### src/rtl/sweep_max_counter.sv
// Step pacer and brightest-sample tracker for the servo sweep, plus return-to-max counter.
// Optional macro MAX_HYST_EN: a new maximum must beat the current one by more than HYST.
module sweep_max_counter #(
    parameter int STEP_DIV    = 50000,
    parameter int SWEEP_STEPS = 180,
    parameter int ADC_W       = 12,
    parameter int HYST        = 8
) (
    input  logic                                 CLK,
    input  logic                                 RST_N,
    input  logic                                 HS,
    input  logic                                 VS,
    input  logic                                 MC,
    input  logic                                 CNT_RST,
    input  logic [ADC_W-1:0]                     ADC_DATA,
    input  logic                                 ADC_VALID,
    output logic                                 CNT_L,
    output logic                                 CNT_RU,
    output logic                                 CNT_D,
    output logic [$clog2(SWEEP_STEPS+1)-1:0]     POS,
    output logic [ADC_W-1:0]                     MAX_VAL,
    output logic [$clog2(SWEEP_STEPS+1)-1:0]     MAX_POS
);

    localparam int PW = $clog2(SWEEP_STEPS + 1);
    localparam int CW = $clog2(STEP_DIV);

    logic [CW-1:0]    presc_q, presc_d;
    logic [PW-1:0]    pos_q, pos_d;
    logic [PW-1:0]    max_pos_q, max_pos_d;
    logic [PW-1:0]    ret_q, ret_d;
    logic [ADC_W-1:0] max_val_q, max_val_d;
    logic [ADC_W-1:0] last_sample_q, last_sample_d;
    logic             cnt_l_q, cnt_l_d;
    logic             cnt_d_q, cnt_d_d;
    logic             cnt_ru_q, cnt_ru_d;
    logic             hs_prev_q, hs_prev_d;
    logic             vs_prev_q, vs_prev_d;
    logic             mc_prev_q, mc_prev_d;

    logic hs_rise, vs_rise, mc_rise, hs_fall, vs_fall, mc_fall;
    logic sweep_active, phase_active, tick, new_max;

    assign hs_rise      = HS & ~hs_prev_q;
    assign vs_rise      = VS & ~vs_prev_q;
    assign mc_rise      = MC & ~mc_prev_q;
    assign hs_fall      = ~HS & hs_prev_q;
    assign vs_fall      = ~VS & vs_prev_q;
    assign mc_fall      = ~MC & mc_prev_q;
    assign sweep_active = cnt_l_q | cnt_d_q;
    assign phase_active = sweep_active | cnt_ru_q;
    assign tick         = phase_active && (presc_q == CW'(STEP_DIV - 1));

`ifdef MAX_HYST_EN
    // Widened by one bit so MAX_VAL+HYST cannot wrap; POS 0 always seeds the maximum.
    assign new_max = (pos_q == '0) ||
                     ({1'b0, last_sample_q} > ({1'b0, max_val_q} + (ADC_W+1)'(HYST)));
`else
    assign new_max = last_sample_q > max_val_q;
`endif

    always_comb begin
        // NOTE: every _d starts as its _q so no path through this block leaves a latch.
        presc_d       = presc_q;
        pos_d         = pos_q;
        max_pos_d     = max_pos_q;
        ret_d         = ret_q;
        max_val_d     = max_val_q;
        last_sample_d = last_sample_q;
        cnt_l_d       = cnt_l_q;
        cnt_d_d       = cnt_d_q;
        cnt_ru_d      = cnt_ru_q;
        hs_prev_d     = HS;
        vs_prev_d     = VS;
        mc_prev_d     = MC;

        if (ADC_VALID) begin
            last_sample_d = ADC_DATA;
        end

        if (phase_active) begin
            presc_d = tick ? '0 : presc_q + 1'b1;
        end

        if (sweep_active && ((cnt_l_q && hs_fall) || (cnt_d_q && vs_fall))) begin
            cnt_l_d = 1'b0;
            cnt_d_d = 1'b0;
        end else if (cnt_ru_q && mc_fall) begin
            cnt_ru_d = 1'b0;
            ret_d    = '0;
        end else if (tick && sweep_active) begin
            if (new_max) begin
                max_val_d = last_sample_q;
                max_pos_d = pos_q;
            end
            pos_d = pos_q + 1'b1;
            if (pos_q == PW'(SWEEP_STEPS - 1)) begin
                cnt_l_d = 1'b0;
                cnt_d_d = 1'b0;
            end
        end else if (tick && cnt_ru_q) begin
            ret_d = ret_q - 1'b1;
            pos_d = pos_q - 1'b1;
            if (ret_q == PW'(1)) begin
                cnt_ru_d = 1'b0;
            end
        end else if (!phase_active && (hs_rise || vs_rise)) begin
            // HS wins a simultaneous start.
            cnt_l_d   = hs_rise;
            cnt_d_d   = ~hs_rise;
            pos_d     = '0;
            max_val_d = '0;
            max_pos_d = '0;
            presc_d   = '0;
        end else if (!phase_active && mc_rise) begin
            ret_d    = pos_q - max_pos_q;
            cnt_ru_d = (pos_q != max_pos_q);
            presc_d  = '0;
        end

        if (CNT_RST) begin
            presc_d       = '0;
            pos_d         = '0;
            max_pos_d     = '0;
            ret_d         = '0;
            max_val_d     = '0;
            last_sample_d = '0;
            cnt_l_d       = 1'b0;
            cnt_d_d       = 1'b0;
            cnt_ru_d      = 1'b0;
            hs_prev_d     = 1'b0;
            vs_prev_d     = 1'b0;
            mc_prev_d     = 1'b0;
        end
    end

    always_ff @(posedge CLK or negedge RST_N) begin
        // NOTE: non-blocking assignments so every flop samples pre-edge values.
        if (!RST_N) begin
            presc_q       <= '0;
            pos_q         <= '0;
            max_pos_q     <= '0;
            ret_q         <= '0;
            max_val_q     <= '0;
            last_sample_q <= '0;
            cnt_l_q       <= 1'b0;
            cnt_d_q       <= 1'b0;
            cnt_ru_q      <= 1'b0;
            hs_prev_q     <= 1'b0;
            vs_prev_q     <= 1'b0;
            mc_prev_q     <= 1'b0;
        end else begin
            presc_q       <= presc_d;
            pos_q         <= pos_d;
            max_pos_q     <= max_pos_d;
            ret_q         <= ret_d;
            max_val_q     <= max_val_d;
            last_sample_q <= last_sample_d;
            cnt_l_q       <= cnt_l_d;
            cnt_d_q       <= cnt_d_d;
            cnt_ru_q      <= cnt_ru_d;
            hs_prev_q     <= hs_prev_d;
            vs_prev_q     <= vs_prev_d;
            mc_prev_q     <= mc_prev_d;
        end
    end

    assign CNT_L   = cnt_l_q;
    assign CNT_D   = cnt_d_q;
    assign CNT_RU  = cnt_ru_q;
    assign POS     = pos_q;
    assign MAX_VAL = max_val_q;
    assign MAX_POS = max_pos_q;

endmodule

### config.mk
export PLATFORM = sky130hd
export DESIGN_NAME = sweep_max_counter
export DESIGN_NICKNAME = d
export VERILOG_FILES = /design/src/rtl/sweep_max_counter.sv
export SDC_FILE = /design/constraint.sdc
export NUM_CORES = 1
export LEC_CHECK = 0
export CAP_MARGIN = 5
export CORE_MARGIN = 8
export CORE_UTILIZATION = 25
export CTS_BUF_LIST = sky130_fd_sc_hd__clkbuf_2
export CTS_CLUSTER_DIAMETER = 150
export DETAILED_ROUTE_END_ITERATION = 10
export PLACE_DENSITY = 0.43
export SETUP_SLACK_MARGIN = 0.2
export SLEW_MARGIN = 20
export SYNTH_ARGS = -nofsm -noshare
export SYNTH_HDL_FRONTEND = slang
export SYNTH_SLANG_ARGS = --single-unit
### constraint.sdc
create_clock -name CLK -period 2.2 [get_ports CLK]
set_input_delay 0.44 -clock CLK [delete_from_list [all_inputs] [get_ports CLK]]
set_output_delay 0.44 -clock CLK [all_outputs]
set_load 0.02 [all_outputs]
==> metrics.md <==
| Metric | Value |
|---|---|
| Outcome | `finished with violations` |
| Failing checks | `setup timing` |
| Synth top area cells | `dfrtp_1 (41%), ha_1 (7.1%), nor2_1 (5.2%), mux2i_1 (3.8%), o21ai_0 (3.8%)` |
| Top-count cell post-synth | `dfrtp_1` |
| Switching Fraction | `between 20% and 30%` |
| Setup TNS Final | `-1.421 ns` |
| Cell Rows | `47` |
| GR Util All Layers | `12.21%` |
| Area share of the largest cell type after synthesis | `41.25%` |
| Routing usage on met2 | `approximately a fifth` |
| Number of global-route vias before repair | `3999` |
| Register area | `1772 um2` |
| Post-synth EDFFs | `0` |
| Seq/Total Area, Yosys | `41.25%` |
| Period utilisation layout | `104.3%` |
| IO Pins | `50` |
| Period minus WS final | `2.294 ns` |
| Top Usage Layer GRT | `met2` |
| GR Util met1 | `14.71%` |
| WL per Instance | `15.45 um` |
| CTS tree | `yes` |
| R2R depth | `9` |
| DRC Markers | `0` |
| First-pass GRT wire length | `21040 um` |
| Crit path buffers/inverters | `1` |
| CP peak stage delay | `0.46 ns` |
| Synthesized area per cell | `about 9 um2` |
| Worst Setup SP | `last_sample_q[11]$_DFFE_PN0P_` |
| WL final | `between 10000 and 15000 um` |
| Root buffer cell | `clkbuf_2` |
| Port buffer count | `49` |
| Multi-input logic area | `roughly 2600 um2` |
| RSZ-0062 raised after global routing | `yes` |
| Maximum net fanout on the critical path | `18` |
| Largest net degree at the start of global routing | `between 70 and 80` |
| Max Cap Viol | `0` |
| Netlist Area Pre-Place | `4247 um2` |
| Sw power | `741.1 uW` |
| Post-Syn Instances | `459` |
| Seq cells post-synth | `70` |
| Initial antenna violation count | `0` |
| Post-synth ARST share | `100.0%` |
| Cell-internal power | `1.806 mW` |
| Crit. End Element | `flop` |
| Hold crit path type | `in2async` |
| Clock latency on the worst-skew pair | `0.55 ns` |
| ANT nets after route | `0` |
| Main synth FF type | `dfrtp_1` |
| Synth unique cells | `57` |
| Core area | `16580 um2` |
| Number of H-tree levels | `3` |
| Post-route cell area | `6116 um2` |
| CP Data Arrival Time | `about 2.8 ns` |
| Vias per inst | `4.660` |
| Post-synth top cells | `dfrtp_1 (70), nor2_1 (59), inv_1 (32), o21ai_0 (32), nand2_1 (31)` |
| GR Util met3 | `3.152%` |
| WP depth | `9` |
| Comb pwr share | `18.1%` |
| Yosys warnings | `0` |
| Vias | `between 3000 and 4000` |
| Power per cell area | `around 420 nW/um2` |
| Clock Tree Buf Depth | `2` |
| Initial core utilization | `25.61%` |
| Slew @ Worst Pin | `approximately 0.56 ns` |
| Fin. Hold Viols | `0` |
| P&R area growth vs syn | `44.02%` |
| Post-Syn Nets | `between 500 and 600` |
| Worst-path clk slew | `0.20 ns` |
| R2r setup slk | `-0.09 ns` |
| Die width | `146.3 um` |
| Final setup violation count | `26` |
| Critical path's slowest cell | `dfrtp_1` |
| Reg-to-Reg Start | `last_sample_q[11]$_DFFE_PN0P_` |
| Placer Congestion | `0.8095` |
| Sink Count | `70` |
| Worst Clk Skew | `between 0.02 and 0.03 ns` |
| GRT overflow | `0` |
| Endpoint of the worst register-to-register path | `MAX_VAL[3]$_DFFE_PN0P_` |
| Layout cell share with drive strength beyond 1 | `36.26%` |
| Number of max-slew violations in the final report | `0` |
| Finished Layout Cells | `824` |
| Clock power frac | `slightly below 30%` |
| CP Data Required Time | `roughly 2.7 ns` |
| HPWL Detailed | `9279 um` |
| Placed cell areas | `5680 um2` |
| Area leader, netlist | `dfrtp_1` |
| Top delay family on crit path | `simple AND/OR/NAND/NOR gates` |
| DRT Pass-1 Iters | `4` |
| Full die area | `21410 um2` |
| Crit path kind | `reg2reg` |
| Chip height | `146.3 um` |
| Worst Setup Start Kind | `flop` |
| Leakage Power | `2.707 nW` |
| Max VDD drop | `0.0002070 V` |
| Inserted Clock Buffers | `9` |
| Dpl cells | `790` |
| Core Util, Final | `36.88%` |
| Crit path cell chain | `ha_4 > nand4_1 > or3_4 > a21oi_4 > a2111oi_4 > nor3_2 > o22ai_2 > buf_12 > a22o_2` |
| Sequential share of power | `52.1%` |
| Rel. slew slack | `62.30%` |
| Initial DRC count | `167` |
| FMAX | `436.0 MHz` |
| Diodes inserted | `0` |
| Final #Nets | `643` |
| Layout fillers | `1719` |
| Final WS setup | `-0.09370 ns` |
-- cells in the final DEF, fill, tap and decap left out, drive strengths merged, types with 12 or more instances in the layout --
master and n:
a21oi 21, inv 32, mux2i 16, nand2 33
ha 24, buf 96, a22o 19, o21ai 32
clkbuf 22, nor2 59, clkdlybuf4s50 17, dfrtp 70
nor3 15, dlygate4sd2 12
-- cell type report --
cell class	instances	share of cell area, %
clock buffer	12	0.9820
sequential	70	28.97
clock inverter	4	0.7774
timing repair buffer	142	19.64
multi-input combinational	344	43.17
tap	220	4.501
inverter	32	1.964
-- cells by family (layout without fill, tap and decap cells) --
group / after synthesis / after routing / synth area share, %
flip-flops: 70 / 70 / 41.25
buffers and inverters: 45 / 190 / 4.302
multiplexers: 16 / 16 / 3.771
AND/OR/NAND/NOR: 176 / 176 / 21.77
XOR/XNOR: 21 / 21 / 4.331
AO/OA/AOI/OAI: 106 / 106 / 17.03
adder cells (fa/ha/maj): 25 / 25 / 7.543
-- how the worst max path moves through the flow --
stage	endpoint	slack, ns
6_report	MAX_VAL[3]$_DFFE_PN0P_	-0.09
5_1_grt	MAX_VAL[3]$_DFFE_PN0P_	-0.23
4_1_cts	MAX_VAL[3]$_DFFE_PN0P_	-0.14
3_5_place_dp	ret_q[2]$_DFFE_PN0P_	-0.36
3_3_place_gp	ret_q[2]$_DFFE_PN0P_	-0.31
2_1_floorplan	MAX_VAL[1]$_DFFE_PN0P_	-0.08
-- worst min-delay path: cells and delay by family --
family / cells / cell delay [ns]
buffers and inverters: 3 / 0.96
-- power groups by stage --
| stage | sequential [mW] | clock (mW) | combinational (mW) |
|---|---|---|---|
| after floorplan | 1.35 | 0 | 0.195 |
| after global placement | 1.35 | 0 | 0.422 |
| after detailed placement | 1.35 | 0 | 0.425 |
| after CTS | 1.33 | 0.817 | 0.444 |
| after global routing | 1.33 | 0.871 | 0.510 |
| final | 1.33 | 0.757 | 0.462 |
-- registers in the layout, summed over array words and instances (netlist names), 8 cells and up --
name and flops:
presc_q 16, MAX_VAL 12, last_sample_q 12, MAX_POS 8
POS 8, ret_q 8
-- per-stage QoR --
step	total power, mW	hold slack [ns]	worst slack, ns
floorplan	1.550	0.1444	-0.08032
global placement	1.774	0.4949	-0.3052
detailed placement	1.777	0.5037	-0.3557
CTS	2.592	0.3602	-0.1433
global route	2.714	0.3403	-0.2307
finish	2.547	0.3978	-0.09370
-- what timing repair did --
item | 4_1_cts | 5_1_grt
resized for setup | 85 | 63
pin swaps | 13 | 9
buffers inserted | 7 | 9
hold endpoints to repair | 70 | 0
endpoints found under the setup margin | 70 | 74
hold buffers | 1 | 0
gates cloned | 0 | 1
-- routing by layer --
metal  vias to the layer above  wire, um
met2                        55      6403
met1                      1863      5737
met5                         -         0
met4                         0       191
met3                        13       399
li1                       1909         -
Power figures use the tool's default switching activity.
